### config.mk
export PLATFORM = sky130hd
export DESIGN_NAME = dot_ctrl
export DESIGN_NICKNAME = d
export VERILOG_FILES = /design/src/rtl/dot_ctrl.sv
export SDC_FILE = /design/constraint.sdc
export NUM_CORES = 1
export LEC_CHECK = 0
export BUFFER_PORTS_ARGS = -buffer_cell sky130_fd_sc_hd__buf_2
export CAP_MARGIN = 20
export CORE_MARGIN = 2
export CORE_UTILIZATION = 30
export CTS_BUF_LIST = sky130_fd_sc_hd__clkbuf_8
export DETAILED_ROUTE_END_ITERATION = 16
export GPL_ROUTABILITY_DRIVEN = 0
export PLACE_DENSITY = 0.64
export SYNTH_ARGS = -nofsm -noshare
export SYNTH_HDL_FRONTEND = slang
export SYNTH_SLANG_ARGS = --single-unit
### constraint.sdc
create_clock -name clk -period 1.9 [get_ports clk]
set_input_delay 0.19 -clock clk [delete_from_list [all_inputs] [get_ports clk]]
set_output_delay 0.19 -clock clk [all_outputs]
set_load 0.02 [all_outputs]
### src/rtl/dot_ctrl.sv
// Dot-product sequencer: clears an external MAC, streams operand pairs into it, waits out the
// MAC pipeline and captures the accumulated result. Optional stall counter: DOT_CTRL_STALL_CNT_EN.
module dot_ctrl #(
  parameter int unsigned DATA_WIDTH = 8,
  parameter int unsigned LEN_WIDTH  = 8
) (
  input  logic                    clk,
  input  logic                    a_reset_n,
  input  logic                    start,
  input  logic [LEN_WIDTH-1:0]    len,
  input  logic                    in_valid,
  output logic                    in_ready,
  input  logic [DATA_WIDTH-1:0]   in_a,
  input  logic [DATA_WIDTH-1:0]   in_b,
  output logic [DATA_WIDTH-1:0]   mac_op_a,
  output logic [DATA_WIDTH-1:0]   mac_op_b,
  output logic                    mac_clr,
  input  logic [2*DATA_WIDTH-1:0] mac_result,
  output logic                    out_valid,
  input  logic                    out_ready,
  output logic [2*DATA_WIDTH-1:0] out_data,
  output logic                    busy
`ifdef DOT_CTRL_STALL_CNT_EN
  ,
  output logic [15:0]             stall_cnt
`endif
);

  // Two cycles of MAC latency plus one settle cycle before the accumulator is sampled.
  localparam int unsigned DrainCycles = 3;

  typedef enum logic [2:0] {
    StIdle,
    StClear,
    StFeed,
    StDrain,
    StDone
  } state_e;

  state_e state_q, state_d;

  logic [LEN_WIDTH-1:0]    len_q, len_d;
  logic [LEN_WIDTH-1:0]    cnt_q, cnt_d;
  logic [LEN_WIDTH-1:0]    cnt_inc;
  logic [1:0]              drain_cnt_q, drain_cnt_d;
  logic [DATA_WIDTH-1:0]   mac_op_a_q, mac_op_a_d;
  logic [DATA_WIDTH-1:0]   mac_op_b_q, mac_op_b_d;
  logic                    mac_clr_q, mac_clr_d;
  logic                    out_valid_q, out_valid_d;
  logic [2*DATA_WIDTH-1:0] out_data_q, out_data_d;

  logic in_feed;
  logic last_hs;
  logic drain_done;

  assign in_feed    = (state_q == StFeed);
  assign cnt_inc    = cnt_q + LEN_WIDTH'(1);
  assign last_hs    = in_feed & in_valid & (cnt_inc == len_q);
  assign drain_done = (drain_cnt_q == 2'(DrainCycles - 1));

  // State register
  always_ff @(posedge clk or negedge a_reset_n) begin
    if (!a_reset_n) begin
      state_q <= StIdle;
    end else begin
      state_q <= state_d;
    end
  end

  // Next-state logic
  always_comb begin
    state_d = state_q;
    unique case (state_q)
      StIdle: begin
        if (start) begin
          state_d = (len != '0) ? StClear : StDone;
        end
      end
      StClear: state_d = StFeed;
      StFeed: begin
        if (last_hs) begin
          state_d = StDrain;
        end
      end
      StDrain: begin
        if (drain_done) begin
          state_d = StDone;
        end
      end
      StDone: begin
        if (out_ready) begin
          state_d = StIdle;
        end
      end
      default: state_d = StIdle;
    endcase
  end

  // Outputs and datapath next-state
  always_comb begin
    in_ready    = 1'b0;
    busy        = 1'b1;
    len_d       = len_q;
    cnt_d       = cnt_q;
    drain_cnt_d = drain_cnt_q;
    out_data_d  = out_data_q;
    mac_op_a_d  = '0;
    mac_op_b_d  = '0;
    unique case (state_q)
      StIdle: begin
        busy = 1'b0;
        if (start) begin
          len_d = len;
          cnt_d = '0;
          if (len == '0) begin
            out_data_d = '0;
          end
        end
      end
      StFeed: begin
        in_ready    = 1'b1;
        drain_cnt_d = '0;
        if (in_valid) begin
          cnt_d      = cnt_inc;
          mac_op_a_d = in_a;
          mac_op_b_d = in_b;
        end
      end
      StDrain: begin
        if (drain_done) begin
          drain_cnt_d = '0;
          out_data_d  = mac_result;
        end else begin
          drain_cnt_d = drain_cnt_q + 2'd1;
        end
      end
      default: ;
    endcase
  end

  // Registered from the next state so they line up exactly with CLEAR / DONE.
  assign mac_clr_d   = (state_d == StClear);
  assign out_valid_d = (state_d == StDone);

  always_ff @(posedge clk or negedge a_reset_n) begin
    if (!a_reset_n) begin
      len_q       <= '0;
      cnt_q       <= '0;
      drain_cnt_q <= '0;
      mac_op_a_q  <= '0;
      mac_op_b_q  <= '0;
      mac_clr_q   <= 1'b0;
      out_valid_q <= 1'b0;
      out_data_q  <= '0;
    end else begin
      len_q       <= len_d;
      cnt_q       <= cnt_d;
      drain_cnt_q <= drain_cnt_d;
      mac_op_a_q  <= mac_op_a_d;
      mac_op_b_q  <= mac_op_b_d;
      mac_clr_q   <= mac_clr_d;
      out_valid_q <= out_valid_d;
      out_data_q  <= out_data_d;
    end
  end

  assign mac_op_a  = mac_op_a_q;
  assign mac_op_b  = mac_op_b_q;
  assign mac_clr   = mac_clr_q;
  assign out_valid = out_valid_q;
  assign out_data  = out_data_q;

`ifdef DOT_CTRL_STALL_CNT_EN
  logic [15:0] stall_cnt_q, stall_cnt_d;

  always_comb begin
    stall_cnt_d = stall_cnt_q;
    if ((state_q == StIdle) && start) begin
      stall_cnt_d = '0;
    end else if (in_feed && !in_valid && (stall_cnt_q != 16'hFFFF)) begin
      stall_cnt_d = stall_cnt_q + 16'd1;
    end
  end

  always_ff @(posedge clk or negedge a_reset_n) begin
    if (!a_reset_n) begin
      stall_cnt_q <= '0;
    end else begin
      stall_cnt_q <= stall_cnt_d;
    end
  end

  assign stall_cnt = stall_cnt_q;
`endif

endmodule

==> results.txt <==
The CTS tree is yes. The arrival time at the worst endpoint came out at 2.09 ns. The warning count from the yosys run is 0.

The first detailed-routing pass took 4 iterations. The net switching power figure is 1.586 mW. The total congestion overflow after global routing is 0. For the worst setup path, the data required time is 2.12 ns.

The number of clock sinks is 55. After technology mapping, the gate count stands at 182. The maximum fanout along the worst path came out at 2. The worst register-to-register path ends at state_q[0]. The worst pin sits at a relative slew slack of 0.5469. In the final design database the tool counted 317 nets.

Gates resized during post-CTS repair numbered 1. The number of flops mapped to enable cells by yosys came out at 0. Derived from the worst setup path, the maximum achievable clock frequency is roughly 540 MHz. The number of antenna violations at the first check in global routing is 0.

From left edge to right edge, the die measures 90.84 um. The post-CTS setup repair buffer count came out at 0. The number of different library cells used by synthesis comes to 34. The global-route wire length before repair is 7872 um.

Leaving out fill and tap cells, the most frequent cell in the layout is buf_2. The final total negative setup slack is 0 ns. Counting every net in the synthesized netlist gives 228. The signal on the critical path passes through ha_2 > xnor2_1 > o311ai_0 > or4_1 > o31ai_2. The depth of the CTS H-tree came out at 2. The hold-fix buffer count after cts came out at 0. The final critical delay including setup and external delays came out at between 1.5 and 2 ns. The total of endpoints with negative setup slack in the final report is 0. In this run the worst hold path is classified as primary input to async pin. Of the total power, registers draw 0.431. The cell with the biggest individual delay on the critical path is or4_1. In this run the critical register-to-register path is launched from cnt_q[0]. The placed wire-length estimate after detailed placement came out at 3562 um.

For the worst-skew pair, the clock arrives at the later sink with an insertion delay of 0.32 ns. Row generation in the floorplan step produced 31 rows. The share of layout cells above drive strength 1 is 0.4191.

The longest clock path from root to sink contains 2 buffers. The number of inserted filler cells in the final layout is 752. The worst reg-to-reg path cell count came out at 5. The post-detailed-route via-to-cell ratio is 4.598. The internal power summed over all cells came out at 2.590 mW. The area growth from synthesis to layout came out at 29.42%. In this run the static leakage power is 1.485 nW.

Setup repair after global routing could not meet its margin everywhere. The relative contribution of the clock network to total power came out at 0.164. In this run the standard cell core region covers 0.007292 sq mm.

The slew at the pin closest to its max-slew limit came out at 0.6796 ns. The detail route stage leaves a number of antenna-violating nets equal to 0. Total power for the finished layout comes to roughly 4.2 mW. The average wire per cell in the routed design is 12.99 um. Across the run, the number of max-cap violations was 0.

The kind of cell adding the most delay to the critical path is simple AND/OR/NAND/NOR gates. The violation count after the first detailed-routing iteration came out at 48. The number of inserted diodes came out at 0.

After clock tree synthesis, the clock-pin slew on the worst setup and hold paths is approximately 0.11 ns. The fraction of registers with async set/reset is 1.000. The quantity of I/O buffers inserted on ports came out at 80. The worst hold-check slack is -0.01009 ns. Summing all flip-flop and latch instances after layout gives 0.001376 sq mm.

After synthesis, the mean cell area works out to about 12 sq um. The number of global-route vias before repair came out at roughly 1600. The critical path is of the flip-flop to flip-flop type. The combinational share of power came out at 0.406. The reg-to-reg setup timing slack came out at 0.04 ns.

The floorplan step defined a die boundary enclosing 0.008251 sq mm. The final reports fail on hold timing. The biggest cell delay along the critical path is 0.53 ns. IR analysis of the VDD net gives a maximum drop of 0.6068 mV. The library cells used most frequently in the layout, excluding fill and tap cells, are buf_2, dfrtp_1, and2_1, a22o_1, nand2_1. The type of destination of the critical path is a flip-flop. The number of max-slew violations in the final report is 0.

The initial utilization of the core area, before any placement, comes to 0.3102. The maximum number of pins on one net before global-route repair is 56. After detailed routing, the number of remaining DRC violations is 0. The worst setup path is launched from a flip-flop.

The multi-input combinational cell area came out at between 800 and 900 sq um. The number of buffers created by CTS is 5. The most used flip-flop cell after synthesis is dfrtp_1. Of the available clock period, the critical path in the final layout requires 0.9801.

The cell area after technology mapping is 0.002262 sq mm. The portion of the post-synthesis area used by sequential elements is 0.6084. The total count of hold-check failures in the final report came to 17. The flow ran to the end, but the final reports show violations.

The overall global routing resource usage came out at 0.1184. The largest clock skew in the final design is 0.01233 ns. The number of buffers and inverters on the critical path came out at 0.

The die is 90.84 um tall. The cell area power density came out at roughly 1400 mW/mm^2. The total of flip-flops plus latches after synthesis is 55. The wire length after detailed routing is 4820 um. The routed layout has 1706 vias.

In this run the count of I/O pins placed on the die edge is 81. The switching share of total power came out at 0.3798. The cell sitting at the root of the clock tree is a clkbuf_8.
[cell families after synthesis]
kind of cell / count (synthesis) / share of synthesized area
and+or+nand+nor: 55 / 0.1383
DFF: 55 / 0.6084
AOI/OAI and AO/OA: 40 / 0.1327
xor gates and xnor gates: 14 / 0.05420
muxes: 9 / 0.04480
buffers and inverters: 8 / 0.01604
adders and majority gates: 1 / 0.005530
[synth_stat cells (all sizes together), types with 3 or more instances]
library cell,n,area (sq um)
o31ai,6,45.04
nor2,10,50.05
and2,20,125.1
buf,3,17.52
clkbuf,3,11.26
dfrtp,55,1376
mux2,9,101.4
xor2,6,52.55
nand2,10,37.54
xnor2,8,70.07
o21ai,9,45.04
a22o,18,157.7
nand3,4,25.02
[how the worst max path moves through the flow]
stage | slack, ns | endpoint | startpoint | depth (start not counted)
2_1_floorplan | 0.1 | state_q[0] | cnt_q[0] | 6
3_3_place_gp | 0.10 | state_q[0] | cnt_q[0] | 5
3_5_place_dp | 0.01 | state_q[0] | cnt_q[0] | 5
4_1_cts | 0.005 | state_q[0] | cnt_q[0] | 5
5_1_grt | -0.008 | state_q[0] | cnt_q[0] | 6
6_report | 0.04 | state_q[0] | cnt_q[0] | 5
[final cells by class]
cell class / count / share of cell area
tap: 99 / 0.04231
clock buffer: 5 / 0.02350
inverter: 2 / 0.002564
sequential: 55 / 0.4701
multi-input combinational: 119 / 0.2953
timing repair buffer: 88 / 0.1573
clock inverter: 3 / 0.008974
[layer usage]
metal,vias up,share of wire,GRT usage,wire length [um]
met5,-,0,0,0
met2,59,0.45,0.1766,2190
li1,821,-,-,-
met3,5,0.073,0.03840,354
met1,821,0.46,0.1659,2229
met4,0,0.0095,0.03157,46
[sequential cells by signal, summed over array words and instances, names as in the netlist]
| signal | flops |
|---|---|
| out_valid | 1 |
| out_data | 16 |
| drain_cnt_q | 2 |
| mac_op_b | 8 |
| len_q | 8 |
| mac_op_a | 8 |
| mac_clr | 1 |
| cnt_q | 8 |
| state_q | 3 |
[power by group through the flow]
stage                     clock, mW  combinational [mW]  sequential (mW)
final                         0.683                1.69             1.80
after global routing          0.769                1.85             1.85
after CTS                     0.720                1.71             1.80
after detailed placement          0                1.69             1.82
after global placement            0                1.66             1.82
after floorplan                   0               0.831             2.08
[worst reg2reg max path: stages (launching register included)]
cell,delay (ns)
dfrtp_1,0.40
ha_2,0.34
xnor2_1,0.11
o311ai_0,0.13
or4_1,0.53
o31ai_2,0.26
[per-stage QoR]
step	instances	cell area [sq um]	utilization	worst slack, ns
after floorplan	182	2262	-	0.09554
after detailed placement	363	2818	0.3864	0.01373
after global placement	363	2818	0.3864	0.1011
after global routing	371	2928	0.4015	-0.007683
final	371	2928	0.4015	0.03783
after CTS	371	2918	0.4001	0.004912
(Power assumes the default switching activity.)
